`config.mk`:
```
export PLATFORM = sky130hd
export DESIGN_NAME = mux_4bit_rr
export DESIGN_NICKNAME = d
export VERILOG_FILES = /design/src/rtl/mux_4bit_rr.sv
export SDC_FILE = /design/constraint.sdc
export NUM_CORES = 1
export LEC_CHECK = 0
export ABC_CLOCK_PERIOD_IN_PS = 1900
export CORE_MARGIN = 8
export CORE_UTILIZATION = 38
export DETAILED_ROUTE_END_ITERATION = 8
export GPL_ROUTABILITY_DRIVEN = 0
export HOLD_SLACK_MARGIN = 0.02
export PLACE_DENSITY = 0.82
export SLEW_MARGIN = 20
export SYNTH_ARGS = -nofsm -noshare
export SYNTH_HDL_FRONTEND = slang
export SYNTH_SLANG_ARGS = --single-unit
export TNS_END_PERCENT = 1
```
`constraint.sdc`:
```
create_clock -name clk -period 1.9 [get_ports clk]
set_input_delay 0.38 -clock clk [delete_from_list [all_inputs] [get_ports clk]]
set_output_delay 0.38 -clock clk [all_outputs]
set_load 0.02 [all_outputs]
```
`src/rtl/mux_4bit_rr.sv`:
```
// mux_4bit_rr -- 4:1 collecting multiplexer with a registered output stage.
//
// Four valid/ready input channels are merged into one output stream. When the
// output register can take a beat, one requesting channel is granted and its
// data moves into the output register on the next rising edge. sel_out records
// which channel produced the beat, so downstream logic can route replies back.
//
// Arbitration is round-robin. The search starts at the channel after the most
// recently granted one. After reset, channel 0 has the highest priority.
//
// Build option:
//   MUX_4BIT_RR_FIXED_PRIO_EN -- when defined, arbitration uses fixed priority
//   (ch0 > ch1 > ch2 > ch3) and the pointer register is removed. Handshake,
//   latency and reset values do not change.
//
// Ports:
//   clk        in   1       rising-edge clock
//   rst        in   1       asynchronous active-high reset
//   data_in0-3 in   DATA_W  channel data
//   in_valid   in   4       per-channel beat present
//   in_ready   out  4       per-channel beat accepted this cycle (one-hot or 0)
//   data_out   out  DATA_W  registered output data
//   sel_out    out  2       source channel of data_out
//   out_valid  out  1       output register holds a beat
//   out_ready  in   1       downstream accepts the held beat

module mux_4bit_rr #(
  parameter int DATA_W = 4
) (
  input  logic              clk,
  input  logic              rst,
  input  logic [DATA_W-1:0] data_in0,
  input  logic [DATA_W-1:0] data_in1,
  input  logic [DATA_W-1:0] data_in2,
  input  logic [DATA_W-1:0] data_in3,
  input  logic [3:0]        in_valid,
  output logic [3:0]        in_ready,
  output logic [DATA_W-1:0] data_out,
  output logic [1:0]        sel_out,
  output logic              out_valid,
  input  logic              out_ready
);

  typedef enum logic {EMPTY = 1'b0, FULL = 1'b1} state_t;

  state_t            state_q, state_d;
  logic [DATA_W-1:0] data_q, data_d;
  logic [1:0]        sel_q, sel_d;
  logic [1:0]        prio_base;  // search begins at prio_base + 1
  logic              load_en;
  logic              found;
  logic [1:0]        grant_idx;
  logic [1:0]        cand;
  logic [3:0]        grant;

  logic [DATA_W-1:0] data_arr [4];

  assign data_arr[0] = data_in0;
  assign data_arr[1] = data_in1;
  assign data_arr[2] = data_in2;
  assign data_arr[3] = data_in3;

`ifdef MUX_4BIT_RR_FIXED_PRIO_EN
  // A base of 3 makes the search order 0,1,2,3 on every cycle.
  assign prio_base = 2'b11;
`else
  logic [1:0] last_q, last_d;
  assign prio_base = last_q;
`endif

  // Load the output register when it is empty, or when its beat leaves this cycle.
  assign load_en = (state_q == EMPTY) || out_ready;

  // Arbiter: first requester after prio_base, wrapping modulo 4.
  // Gated by rst so no beat is accepted while reset is held.
  always_comb begin
    found     = 1'b0;
    grant_idx = 2'd0;
    cand      = 2'd0;
    if (load_en && !rst) begin
      for (int k = 1; k <= 4; k++) begin
        cand = prio_base + 2'(k);
        if (!found && in_valid[cand]) begin
          found     = 1'b1;
          grant_idx = cand;
        end
      end
    end
  end

  assign grant    = found ? (4'b0001 << grant_idx) : 4'b0000;
  assign in_ready = grant;

  // Output-stage next state.
  always_comb begin
    state_d = state_q;
    data_d  = data_q;
    sel_d   = sel_q;
`ifndef MUX_4BIT_RR_FIXED_PRIO_EN
    last_d  = last_q;
`endif
    if (found) begin
      state_d = FULL;
      data_d  = data_arr[grant_idx];
      sel_d   = grant_idx;
`ifndef MUX_4BIT_RR_FIXED_PRIO_EN
      last_d  = grant_idx;
`endif
    end else if (state_q == FULL && out_ready) begin
      state_d = EMPTY;
    end
  end

  always_ff @(posedge clk or posedge rst) begin
    if (rst) begin
      state_q <= EMPTY;
      data_q  <= '0;
      sel_q   <= 2'd0;
`ifndef MUX_4BIT_RR_FIXED_PRIO_EN
      last_q  <= 2'b11;
`endif
    end else begin
      state_q <= state_d;
      data_q  <= data_d;
      sel_q   <= sel_d;
`ifndef MUX_4BIT_RR_FIXED_PRIO_EN
      last_q  <= last_d;
`endif
    end
  end

  assign out_valid = (state_q == FULL);
  assign data_out  = data_q;
  assign sel_out   = sel_q;

endmodule
```
* After elaboration in Yosys (flattened, before gate mapping)
Cells that the tools add are included.
Widths: inputs -> output; s select.
** Operators by class
- Bitwise gates (word level) :: 2
- Equal/unequal tests :: 0
- Reduce and logical (&&, ||, !) cells :: 11
- Multiply operators :: 0
- Shift operators :: 1
- Div/mod/pow operators :: 0
- Order comparisons :: 5
- Add/sub/neg operators :: 3
- Mux-type cells :: 27
** Operator list (number)
- $mux 1 :: 14
- $lt 2x3->1 const B :: 4
- $mux 4 :: 3
- $mux 2 :: 5
- $bmux 1 s2 :: 4
- $bmux 4 s2 :: 1
- $logic_and 1x1->1 :: 5
- $add 2x2->2 const B :: 2
- $logic_not 1->1 :: 4
- $shl 1x2->4 const A :: 1
- $ge 3x3->1 const B :: 1
- $not 2->3 :: 1
- $add 2x1->2 const B :: 1
- $reduce_bool 2->1 :: 1
- $logic_or 1x1->1 :: 1
- $not 1->1 :: 1
** Word-level totals
- Latch bits :: 0
- Output and inout port bits :: 11
- Memory bits (read-only) :: 0
- Bits in registers :: 9
- Memories :: 0
- Memory bits (writable) :: 0
- Logic and storage cells :: 53
- Bits of input ports :: 23

* Depth between registers and ports, before layout
Gate-level depths: netlist (run 1).
- Depth in word-level cells :: 21
- Depth in mapped cells :: 6
- Gate-level depth less buffers :: 5

* Least setup slack after synthesis (run 1)
No wires, ideal clock.
- Path type :: register to output
- Start :: reg last_q[0]
- End :: out in_ready[2]
- Cell stages (with the launch flop) :: 6
- Path slack :: 0.023 ns
- Buffers on the path :: 1
- Data arrival time :: 1.497 ns
- Data required time :: 1.520 ns
- Path through :: dfstp_2 > and2b_4 > o21ai_2 > o211a_1 > buf_6 > nor2b_1
** On the way
- Word-level cells in the longest chain between the ends :: 19
** RTL lines
- start, declared :: line 67 : logic [1:0] last_q, last_d;
- start signal, assigned :: line 127 : last_q <= last_d;
- $add 2x1->2 :: line 82 : cand = prio_base + 2'(k);
- $bmux 1 s2 :: line 83 : if (!found && in_valid[cand]) begin
- $mux 1 (implied by the code) :: line 83
- $mux 1 :: line 83
- $mux 1 :: line 80 : if (load_en && !rst) begin
- $logic_not 1->1 :: line 83
- $logic_and 1x1->1 :: line 83
- $mux 1 :: line 83
- [... 3 more ...]
- $mux 1 :: line 83
- $mux 1 :: line 80
- $logic_not 1->1 :: line 83
- $logic_and 1x1->1 :: line 83
- $mux 2 :: line 83
- $mux 2 :: line 80
- $shl 1x2->4 :: line 91 : assign grant = found ? (4'b0001 << grant_idx) : 4'b0000;
- $mux 4 (*) :: line 91
- end, declared :: line 37 : output logic [3:0] in_ready,
Every way passes the cells marked *; elsewhere a longest branch is shown, timed or not. The select of a mux whose other input is x is not followed.

* Worst setup path in the final report (run 1)
- Start :: reg last_q[0]
- End :: out in_ready[1]
Same word-level chain as after synthesis.

==> run_results.csv, run 1 <==
group,metric,value,unit
outcome,status,"finished, violations left",
outcome,violations,"negative setup slack",
finish,fin_util,0.752,
setup_path,cp_slowest_stage_delay,0.57,ns
setup_path,path_cells,"and2b_1, a21oi_2, o21ai_1, a21oi_1, and3b_1, buf_6",
hold_path,min_path_type,"in2async",
synth,synth_area_per_cell,8.61,sq um
setup_path,end_kind,"output pin",
place,placed_area,1110,sq um
setup_path,worst-path-buf-inv,1,
finish,nets,154,
drt,drcViolationCount,0,
sta,maxSlewViolCount,0,
pwr,power.density,839,nW/um^2
synth,yosysTopAreaCell,"dfrtp_1",
synth,synth_area,637,sq um
pwr,max-vdd-ir-drop,0.414,mV
sta,rsz0062_at_grt,"yes",
synth,ys_ff_latch,9,
sta,whs,0.457,ns
floorplanning,start_util,0.413,
grt,grt_max_degree,10,
clock_network,path_clk_slew,0.06,ns
floorplanning,core,1540,sq um
finish,area_growth,81.9,%
setup_path,crit_fanout,4,
sta,worst_pin_slew,0.346,ns
synth,synth.top_cell.area_share,0.275,
synth,synth_warnings,0,
drt,drt_iter0_drc,24,
clock_network,cts_root_buf,"clkbuf_4",
synth,synth_cell_types,28,
grt,grt_overflow_total,0,
setup_path,path_delay_family,"flip-flops",
synth,synthTopCellsByArea,"dfrtp_1, dfstp_2, nor2_1",
floorplanning,rows,14,
finish,antenna_cells,0,
drt,via_per_inst,5.53,
sta,max_slew_margin,0.767,
flow_run,timing.max_cap.violations,0,
setup_path,cp.arrival,1.77,ns
sta,fin_setup_tns,-0.738,ns
sta,period_needed,2.15,ns
setup_path,cp-start-kind,"flop",
grt,grt_pass1_vias,905,
setup_path,cp.required,1.52,ns
clock_network,tritoncts.num_buffers,3,
sta,fmax,0.465,GHz
sta,setup_viol_count_final,4,
clock_network,cts_tree,"done",
drt,wl_per_cell,17.2,um
clock_network,htreeDepth,1,
clock_network,clock_latency,0.27,ns
synth,synth_nets,97,
place,dp_hpwl,2000,um
floorplanning,dieArea,3240,sq um
floorplanning,dieWidth,56.9,um
grt,grt_use_total,0.163,
drt,totalWireLength,2510,um
floorplanning,num_io_pins,34,
clock_network,cts_buffer_depth,2,
setup_path,worstSetupPathType,"reg2out",
grt,grt_pass1_wl,4290,um
drt,first_pass_iters,5,
finish,layout-drive-gt1-share,0.300,
sta,worst_slack,-0.251,ns
synth,yosysSeqAreaShare,0.358,
synth,netlist_instances,74,
sta,hold_viol,0,
drt,postRouteAntennaNets,0,
pwr,p_leak,0.525,nW
sta,post-route-period-util,1.13,
place,portBuffers,33,
grt,antenna_found_initial,0,
sta,finClkSkew,0.00285,ns
floorplanning,fp.dieH,56.9,um
finish,design_area,1160,sq um
drt,vias,807,
clock_network,clkSinkCount,9,
setup_path,crit_path_top_delay_cell,"dfstp_2",
## metrics by stage
stage / power, W / std cells / setup slack (ns)
floorplan: 0.000528 / 74 / 0.0227
global placement: 0.000765 / 139 / -0.678
finish: 0.000972 / 146 / -0.251
CTS: 0.000963 / 146 / -0.206
global route: 0.00103 / 146 / -0.357
detailed placement: 0.000785 / 139 / -0.752
## placed cells by master (no fill, tap or decap), types with 3 or more instances in the layout
cell	count
a211oi_1	4
a21oi_1	3
buf_4	23
clkbuf_4	3
clkdlybuf4s50_1	25
dfrtp_1	7
dlygate4sd2_1	4
inv_1	4
mux2i_1	4
nand2_1	4
nor2_1	10
o21a_1	4
o21ai_1	3
o22ai_1	5
## cell families after synthesis
group,after synthesis,share of synthesized area
AO/OA/AOI/OAI,27,0.291
multiplexers,4,0.0629
flip-flops,9,0.358
AND/OR/NAND/NOR,27,0.232
buffers and inverters,7,0.0570
## sequential cells by signal (all words and copies together) (netlist names)
| register | flops |
|---|---|
| last_q | 2 |
| data_out | 4 |
| sel_out | 2 |
| out_valid | 1 |
## worst reg2reg max path: cells and delay by family (launching register included)
| kind | cells | cell delay, ns |
|---|---|---|
| AO/OA/AOI/OAI | 3 | 0.49 |
| buffers and inverters | 2 | 0.24 |
| flip-flops | 1 | 0.57 |
| multiplexers | 1 | 0.22 |
| AND/OR/NAND/NOR | 1 | 0.22 |
## final cells by class
type / instances / area, sq um
repair buffers: 55 / 485
fillers: 126 / 383
flip-flops and latches: 9 / 228
clock buffers: 4 / 26.3
inverters: 4 / 15.0
multi-input cells: 58 / 384
well taps: 16 / 20.0
## per-layer routing
layer	global-route usage	share of wire	routed length, um	up-vias
li1	-	-	-	382
met1	0.169	0.39	980	379
met2	0.296	0.53	1330	36
met3	0.0354	0.049	124	10
met4	0.0839	0.030	76	0
met5	0	0	0	-
## timing repair
action | CTS | global route
endpoints found under the setup margin | 4 | 7
pin swaps | 4 | 0
hold buffers | 0 | 0
resized for setup | 28 | 1
setup buffers | 3 | 0
gates cloned | 0 | 0
## path summary, 6_finish.rpt
check | to | startpoint | cells after the start | slack, ns
worst max-delay path | in_ready[1] | last_q[0] | 6 | -0.25
worst min-delay path | sel_out[1] | rst | 3 | 0.46
worst max register to register | data_out[1] | last_q[0] | 7 | 0.04
worst min register to register | sel_out[1] | sel_out[1] | 2 | 0.52
max in group asynchronous | last_q[0] | rst | 3 | 1.23
min in group clk | sel_out[1] | sel_out[1] | 2 | 0.52
## power by group
part	switching (W)	leakage, nW	total, W	internal [W]
logic	0.000239	0.409	0.000530	0.000292
registers	0.0000393	0.100	0.000287	0.000247
clock network	0.0000734	0.0150	0.000155	0.0000813
## cells in the mapped netlist
library cell	count
inv_1	4
o22ai_1	5
nor2_1	11
a211oi_1	4
o221ai_1	1
nand2b_1	2
o21ai_1	3
mux2i_1	4
o211ai_2	1
a21oi_1	4
o21ai_0	2
and2b_1	1
dfrtp_1	7
buf_2	2
nor2b_1	2
or3_1	1
and3b_1	1
and2_1	1
nand4bb_1	1
o21ai_2	1
nand2_1	5
nor4_2	1
buf_6	1
o2bb2ai_1	1
dfstp_2	2
o211a_1	1
and2b_4	1
o21a_1	4
Note: power is estimated with default switching activity, not from simulation.
==> run 2: changes to the inputs <==
--- a/config.mk
+++ b/config.mk
@@ -12,7 +12,6 @@
 export GPL_ROUTABILITY_DRIVEN = 0
 export HOLD_SLACK_MARGIN = 0.02
 export PLACE_DENSITY = 0.82
-export SLEW_MARGIN = 20
 export SYNTH_ARGS = -nofsm -noshare
 export SYNTH_HDL_FRONTEND = slang
 export SYNTH_SLANG_ARGS = --single-unit
==> results of run 2 <==
Final layout, timing and power as in run 1 (identical DEF).
==> run 3: changes to the inputs <==
--- a/config.mk
+++ b/config.mk
@@ -6,6 +6,7 @@
 export NUM_CORES = 1
 export LEC_CHECK = 0
 export ABC_CLOCK_PERIOD_IN_PS = 1900
+export CORE_ASPECT_RATIO = 0.8
 export CORE_MARGIN = 8
 export CORE_UTILIZATION = 38
 export DETAILED_ROUTE_END_ITERATION = 8
==> run_results.csv, run 3 (synthesis gave the netlist of run 1 again) <==
group,metric,value,unit
drt,via_per_inst,5.15,
place,dp_cells,143,
clock_network,htreeDepth,1,
setup_path,cp.arrival,1.70,ns
grt,grt_overflow_total,0,
setup_path,crit_fanout,3,
clock_network,hold_buffers,0,
finish,area_growth,88.0,%
clock_network,cts_tree,"done",
finish,nets,151,
pwr,max-vdd-ir-drop,0.432,mV
grt,grt_max_degree,10,
setup_path,end_kind,"output pin",
pwr,power.density,800,nW/um^2
pwr,p_leak,0.522,nW
flow_run,timing.max_cap.violations,0,
place,placed_area,1100,sq um
drt,first_pass_iters,4,
sta,post-route-period-util,1.09,
sta,worst_pin_slew,0.367,ns
drt,totalWireLength,2220,um
finish,antenna_cells,0,
place,dp_hpwl,1750,um
floorplanning,num_io_pins,34,
floorplanning,rows,13,
clock_network,cts_root_buf,"clkbuf_4",
finish,largest_reg_flops,4,
setup_path,worstSetupPathType,"reg2out",
finish,fin_util,0.751,
pwr,total_power,0.000958,W
floorplanning,start_util,0.400,
drt,postRouteAntennaNets,0,
sta,hold_viol,0,
floorplanning,dieWidth,61.8,um
sta,fmax,0.481,GHz
grt,grt_pass1_wl,3650,um
clock_network,path_clk_slew,0.06,ns
setup_path,cp.required,1.52,ns
finish,n_fill_cell,128,
grt,antenna_found_initial,0,
finish,most-common-layout-cells,"clkdlybuf4s50_1, buf_4, nor2_1, dfrtp_1, o22ai_1",
setup_path,crit_start,"last_q[0]",
clock_network,cts_buffer_depth,2,
sta,period_needed,2.08,ns
floorplanning,dieArea,3250,sq um
sta,finClkSkew,0.00770,ns
floorplanning,fp.dieH,52.6,um
finish,fin_cells,149,
outcome,violations,"negative setup slack",
floorplanning,core,1590,sq um
drt,drt_iter0_drc,13,
finish,layout_commonest_cell,"clkdlybuf4s50_1",
sta,max_slew_margin,0.755,
outcome,status,"finished, violations left",
clock_network,clkSinkCount,9,
sta,rsz0062_at_grt,"yes",
drt,drcViolationCount,0,
sta,setup_viol_count_final,4,
clock_network,clock_latency,0.26,ns
finish,layout-drive-gt1-share,0.315,
grt,grt_use_total,0.148,
clock_network,tritoncts.num_buffers,3,
setup_path,reg2reg_depth,6,
finish,design_area,1200,sq um
sta,worst_slack,-0.178,ns
setup_path,cp-start-kind,"flop",
setup_path,reg2reg_from,"last_q[0]",
drt,wl_per_cell,14.9,um
place,portBuffers,33,
sta,maxSlewViolCount,0,
grt,grt_pass1_vias,813,
sta,whs,0.501,ns
hold_path,min_path_type,"in2async",
drt,vias,768,
## run 3: changes by cell type in the layout (fill, tap and decap cells not counted), sizes merged
cell / before / now
buf: 26 / 23
## run 3: report_power, final
part / switching (W) / internal [W] / leakage [nW]
Sequential: 0.0000387 / 0.000247 / 0.100
Clock: 0.0000641 / 0.0000808 / 0.0150
Combinational: 0.000242 / 0.000285 / 0.407
## run 3: path summary, 6_finish.rpt
| check | to | slack, ns |
|---|---|---|
| setup / recovery | in_ready[1] | -0.18 |
| hold reg to reg | sel_out[1] | 0.53 |
| hold / removal | data_out[1] | 0.50 |
| max in group asynchronous | last_q[0] | 1.18 |
| min in group clk | sel_out[1] | 0.53 |
| setup reg to reg | data_out[3] | 0.21 |
## run 3: timing repair
action,in CTS,in global routing
setup endpoints to repair,5,4
resized for setup,30,6
buffers inserted,2,0
pin swaps,4,1
## run 3: final cells by class
type / count / area (sq um) / area share
Timing Repair Buffer: 52 / 467 / 0.390
Multi-Input combinational cell: 58 / 434 / 0.363
Sequential cell: 9 / 228 / 0.190
Tap cell: 22 / 27.5 / 0.0230
Clock buffer: 4 / 26.3 / 0.0219
Inverter: 4 / 15.0 / 0.0125
## run 3: critical path: stages, from the launching register on
cell	delay (ns)
dfstp_2	0.55
and2b_1	0.21
a21oi_2	0.13
o21ai_1	0.07
a21oi_1	0.15
and3b_1	0.21
buf_6	0.13
## run 3: metrics by stage
stage | TNS [ns] | setup WS [ns]
finish | -0.439 | -0.178
global placement | -3.21 | -0.651
detailed placement | -3.54 | -0.694
floorplan | 0 | 0.0227
CTS | -0.479 | -0.167
global route | -0.793 | -0.288
## run 3: per-layer routing
metal / track usage / wire, um
met3: 0.0588 / 179
met5: 0 / 0
met4: 0.0340 / 14
met1: 0.167 / 898
met2: 0.254 / 1120
